File: config.mk
export PLATFORM = sky130hd
export DESIGN_NAME = viterbi_frame_ctrl
export DESIGN_NICKNAME = d
export VERILOG_FILES = /design/src/rtl/viterbi_frame_ctrl.sv
export SDC_FILE = /design/constraint.sdc
export NUM_CORES = 1
export LEC_CHECK = 0
export BUFFER_PORTS_ARGS = -buffer_cell sky130_fd_sc_hd__buf_2
export CORE_MARGIN = 2
export CORE_UTILIZATION = 40
export CTS_CLUSTER_DIAMETER = 30
export DETAILED_ROUTE_END_ITERATION = 10
export PLACE_DENSITY = 0.75
export SYNTH_ARGS = -nofsm -noshare
export SYNTH_HDL_FRONTEND = slang
export SYNTH_SLANG_ARGS = --single-unit
File: constraint.sdc
create_clock -name clk -period 1.9 [get_ports clk]
set_clock_uncertainty 0.1 [all_clocks]
set_input_delay 0.095 -clock clk [delete_from_list [all_inputs] [get_ports clk]]
set_output_delay 0.095 -clock clk [all_outputs]
set_load 0.05 [all_outputs]
File: src/rtl/viterbi_frame_ctrl.sv
// Frame sequencer for the K=3 rate-1/2 Viterbi datapath: metric init, per-symbol
// ACS stepping with survivor-memory row addressing, full-frame traceback, done strobe.
module viterbi_frame_ctrl #(
  parameter int unsigned FRAME_LEN = 15
) (
  input  logic       clk,
  input  logic       rst_n,
  input  logic       start,
  input  logic       sym_valid,
  input  logic [1:0] sym_in,
  output logic       sym_ready,
  output logic       acs_init,
  output logic       acs_en,
  output logic [1:0] acs_sym,
  output logic [3:0] sm_wr_addr,
  output logic       tb_en,
  output logic [3:0] tb_addr,
  output logic       dec_valid,
  output logic       busy,
  output logic       done
);

  localparam int unsigned CNT_W = 4;
  localparam int unsigned SYM_W = 2;
  localparam logic [CNT_W-1:0] LAST_IDX = CNT_W'(FRAME_LEN - 1);

  typedef enum logic [2:0] {
    S_IDLE = 3'd0,
    S_INIT = 3'd1,
    S_ACS  = 3'd2,
    S_TB   = 3'd3,
    S_DONE = 3'd4
  } state_t;

  state_t           state_q;
  state_t           state_nxt;
  logic [CNT_W-1:0] sym_cnt_q;
  logic             accept_c;
  logic             last_sym_c;

  assign accept_c   = (state_q == S_ACS) && sym_valid;
  assign last_sym_c = (sym_cnt_q == LAST_IDX);

  // State register
  always_ff @(posedge clk or negedge rst_n) begin
    if (!rst_n) begin
      state_q <= S_IDLE;
    end else begin
      state_q <= state_nxt;
    end
  end

  // Next-state logic; start outside IDLE is dropped, never queued
  always_comb begin
    state_nxt = state_q;
    unique case (state_q)
      S_IDLE: if (start) state_nxt = S_INIT;
      S_INIT: state_nxt = S_ACS;
      S_ACS:  if (accept_c && last_sym_c) state_nxt = S_TB;
      S_TB:   if (tb_addr == '0) state_nxt = S_DONE;
      S_DONE: state_nxt = S_IDLE;
      default: state_nxt = S_IDLE;
    endcase
  end

  // Mealy datapath strobes, same cycle as the symbol handshake
  always_comb begin
    sym_ready  = 1'b0;
    acs_en     = 1'b0;
    acs_sym    = '0;
    sm_wr_addr = '0;
    if (state_q == S_ACS) begin
      sym_ready  = 1'b1;
      sm_wr_addr = sym_cnt_q;
      if (accept_c) begin
        acs_en  = 1'b1;
        acs_sym = SYM_W'(sym_in);
      end
    end
  end

  // Symbol counter: cleared in INIT, returns to 0 after the last symbol
  always_ff @(posedge clk or negedge rst_n) begin
    if (!rst_n) begin
      sym_cnt_q <= '0;
    end else if (state_q == S_INIT) begin
      sym_cnt_q <= '0;
    end else if (accept_c) begin
      sym_cnt_q <= last_sym_c ? '0 : sym_cnt_q + CNT_W'(1);
    end
  end

  // Registered strobes, decoded from the upcoming state so they align with it
  always_ff @(posedge clk or negedge rst_n) begin
    if (!rst_n) begin
      acs_init  <= 1'b0;
      tb_en     <= 1'b0;
      tb_addr   <= '0;
      dec_valid <= 1'b0;
      busy      <= 1'b0;
      done      <= 1'b0;
    end else begin
      acs_init  <= (state_nxt == S_INIT);
      tb_en     <= (state_nxt == S_TB);
      dec_valid <= tb_en;
      busy      <= (state_nxt != S_IDLE);
      done      <= (state_nxt == S_DONE);
      if (state_nxt == S_TB) begin
        tb_addr <= (state_q == S_TB) ? tb_addr - CNT_W'(1) : LAST_IDX;
      end else begin
        tb_addr <= '0;
      end
    end
  end

endmodule
---- After elaboration in Yosys (flattened, before gate mapping) ----
Index checks and enable logic that the tools add are counted.
storage, ports and cells
  register bits after elaboration ......... 16
  bits of input ports ..................... 6
  output and inout port bits .............. 17
  word-level logic and storage cells ...... 38
cells by class
  mux-type cells .......................... 15
  add/subtract/negate cells ............... 2
  eq/ne operators ......................... 7
  reductions and logical operators ........ 6
operators with widths
  cell                 number
  $mux 4               6
  $pmux 3 s4           1
  $eq 3x2->1 const B   3
  $mux 3               3
  $eq 3x1->1 const B   2
  $add 4x1->4 const B  1
  $eq 4x4->1 const B   1
  $logic_not 4->1      1
  $mux 2               2
  $sub 4x1->4 const B  1
  $eq 3x3->1 const B   1
  $logic_not 3->1      1
  $mux 1               3
  $reduce_bool 3->1    1
  $logic_and 1x1->1    2
  $reduce_bool 2->1    1

---- Depth between registers and ports, before layout ----
  depth after elaboration ................. 7
  mapped depth ............................ 5
  depth with buffers taken out ............ 5

---- Worst setup path before layout ----
OpenSTA, ideal clock, no wires.
  path kind ............................... register to output
  start ................................... reg state_q[2]
  end ..................................... out sm_wr_addr[0]
  data required time ...................... 1.705 ns
  stages on the path, launching flop included .. 4
  path slack .............................. -0.076 ns
  buffers on the path ..................... 1
  arrival ................................. 1.781 ns
  path through ............................ dfrtp_1 > buf_6 > nor3b_2 > and2_1
between the ends
  word-level cells in the longest chain between the ends .. 2
RTL lines
  item                    RTL line  text
  start, declared         35        state_t state_q;
  start signal, assigned  49        state_q <= state_nxt;
  $eq 3x2->1              72        if (state_q == S_ACS) begin
  $mux 4                  72
  end, declared           15        output logic [3:0] sm_wr_addr,
Every way passes these cells.

---- Final worst setup path ----
  start ................................... reg state_q[0]
  end ..................................... out acs_sym[0]
between the ends
  word-level cells in the longest chain between the ends .. 4
RTL lines
  item               RTL line  text
  $eq 3x2->1 *       41, 72
  $logic_and 1x1->1  41        assign accept_c = (state_q == S_ACS) && sym_valid;
  $mux 2             75        if (accept_c) begin
  $mux 2 *           72
  end, declared      14        output logic [1:0] acs_sym,
Mark *: on every way between the ends. The rest lies on a longest branch, timed or not.

==> run metrics <==
Yosys top cell area share=between 40% and 50%; post-synthesis sequential area ratio=between 40% and 50%; Min Clock Period, post-route=about 1800 ps; Syn Nets=between 80 and 90; RSZ-0062 raised after global routing=no; placed wire-length estimate=1197 µm; clock power share=between 10% and 20%; post-synthesis cell type count=30; Sw Share=a little under half; final setup violation count=0; post-route ant nets=0; DRC=0; Tot GR Track Use=15.03%; Port Buffers=22; setup slack, reg-to-reg=340 ps; CTS clk-pin slew, worst paths=90 ps; hold slack final=~14 ps; synthesized area=around 810 µm²; DRT iter0 DRCs=13; P_sw=approximately 0.00074 W; #FFs+latches synth=16; cell leakage power=between 0.5 and 0.6 nW; PD cells=1493 nW/µm²; Starting Density=41.95%; fin nets=roughly 120; final worst-path cycle share=a little over 90%; area grow syn2layout=26.88%; Slew @ Worst Pin=around 350 ps; pin count of the biggest net entering global routing=17; Crit Path Category=reg2out; Synth Flop Type=dfrtp_1; Max Fclk=between 500 and 600 MHz; Pwr Total=between 0.0015 and 0.002 W; die height=approximately 49 µm; routed wire length per instance=approximately 12 µm; clk_lat worst skew=290 ps; pre-CTS WS=approximately 350 ps; most frequent cell after synthesis=dfrtp_1; number of synthesized flops with an enable pin=0; htree depth=1; fin. max-slew vios=0; maximum VDD drop=between 0.0007 and 0.0008 V; Gate power share=about half; num ports=23; largest area contributor in the synthesized netlist=dfrtp_1; Data arrival, critical path=1580 ps; Gate Count Post-Synth=77; share of cells above drive strength 1=roughly two fifths; Power Internal=between 0.0008 and 0.0009 W; post-layout util=53.22%; TNS Setup=0 ps; DIE WIDTH=slightly below 50 µm; Sequential Power Share=approximately a third; initial antenna violation count=0; GRT Residual Overflow=0; Worst Slack Setup Final=about 120 ps; worst hold path class=in2reg; # rows=16; worst-case clock buffer depth=2; GPL Wtd Cong=slightly above 0.8; CP Launch Type=register; Synth area leaders=dfrtp_1, and2_1, ha_1; status=finished clean; CTS sink count=16; cts bufs inserted=3; crit path capture type=output pin; Avg Cell Area, Syn=about 11 µm²; vias in the first global route=638; vias per cell=about 5.0; clk root buf=clkbuf_4; Antenna Cells=0; Fin. Hold Viols=0; Crit Path Max Fanout=8; ys async rst share=100.0%; first-pass GRT wire length=about 2800 µm; DRT Wirelength=1549 µm; max-cap violation count=0; DIE AREA=between 2000 and 2500 µm²; Worst Path Required=1700 ps; synth cell count leaders=dfrtp_1, and2_1, inv_1; Placeable Area=just under 2000 µm²; vias after detailed routing=670; CTS tree=done; Yosys Warn Count=0; Initial DRT Pass Iterations=4; Slew HR=between 70 and 80%
==> power groups by stage <==
stage,registers (W),logic [W],clock network (W)
after floorplan,0.000598,0.000547,0
after global placement,0.000518,0.000786,0
after detailed placement,0.000521,0.000801,0
after CTS,0.000514,0.000807,0.000231
after global routing,0.000537,0.000862,0.000249
final,0.000516,0.000800,0.000226
==> critical path, cell delays in order, from the launching register on <==
cell and delay [ps]:
dfrtp_1 400, nor4bb_1 290, buf_4 210, and2_2 140
buf_2 250
==> final cells by class <==
cell class,count,area [µm²]
Clock buffer,4,36.28
Fill cell,191,908.4
Inverter,6,22.52
Multi-Input combinational cell,53,379.1
Sequential cell,16,401.6
Tap cell,27,33.78
Timing Repair Buffer,28,160.2
==> what timing repair did <==
item                       4_1_cts  5_1_grt
buffers inserted                 0        0
setup endpoints to repair        0        2
hold buffers                     2        0
gates resized for setup          0        1
hold endpoints to repair        19        0
==> state kept, by name, indices dropped and copies added, names as in the netlist <==
| name | cells |
|---|---|
| acs_init | 1 |
| busy | 1 |
| tb_en | 1 |
| tb_addr | 4 |
| dec_valid | 1 |
| sym_cnt_q | 4 |
| state_q | 3 |
| done | 1 |
==> path summary, 6_finish.rpt <==
path                       depth (start not counted)            startpoint                       end
max                                                4  state_q[0]$_DFF_PN0_                acs_sym[0]
min in group asynchronous                          2                 rst_n            busy$_DFF_PN0_
min reg2reg                                        0       tb_en$_DFF_PN0_       dec_valid$_DFF_PN0_
max in group asynchronous                          2                 rst_n      state_q[1]$_DFF_PN0_
max reg2reg                                        6  tb_addr[0]$_DFF_PN0_      state_q[0]$_DFF_PN0_
min                                                3             sym_valid  sym_cnt_q[2]$_DFFE_PN0P_
==> routing by layer <==
| metal | track usage (%) | vias up | share of wire (%) |
|---|---|---|---|
| met2 | 25.00 | 17 | 48 |
| met4 | 5.714 | 0 | 1.4 |
| met1 | 19.29 | 325 | 46 |
| met5 | 0 | - | 0 |
| met3 | 2.761 | 2 | 4.1 |
| li1 | - | 326 | - |
==> placed cells by master (no fill, tap or decap), types with 2 or more instances in the layout <==
cell type / Yosys / final
nand3b_1: 2 / 2
and2_1: 6 / 6
nor3_1: 4 / 4
o22ai_1: 2 / 2
dfrtp_1: 16 / 15
buf_4: 1 / 4
nor2_1: 3 / 3
nand2_1: 3 / 3
nand2b_1: 2 / 2
dlygate4sd3_1: 0 / 2
clkbuf_4: 0 / 3
nand3_1: 4 / 4
buf_2: 0 / 22
a21oi_1: 5 / 5
and3_1: 2 / 2
and2_2: 2 / 2
inv_1: 6 / 6
xnor2_1: 2 / 2
ha_1: 3 / 3
==> metrics by stage <==
| step | std cells | cell area [µm²] |
|---|---|---|
| 6_report | 134 | 1033 |
| 3_3_place_gp | 128 | 975.9 |
| 3_5_place_dp | 128 | 975.9 |
| 4_1_cts | 134 | 1032 |
| 2_1_floorplan | 77 | 820.8 |
| 5_1_grt | 134 | 1033 |
==> logic make-up (layout without fill, tap and decap cells) <==
group                      count (synthesis)  after routing  share of synthesized area (%)
xor gates and xnor gates                   2              2                          2.151
adders and majority gates                  3              3                          4.609
and+or+nand+nor                           36             36                          27.96
DFF                                       16             16                          49.15
buffers and inverters                      8             38                          5.069
AOI/OAI and AO/OA                         12             12                          11.06
Note: power is estimated with default switching activity, not from simulation.
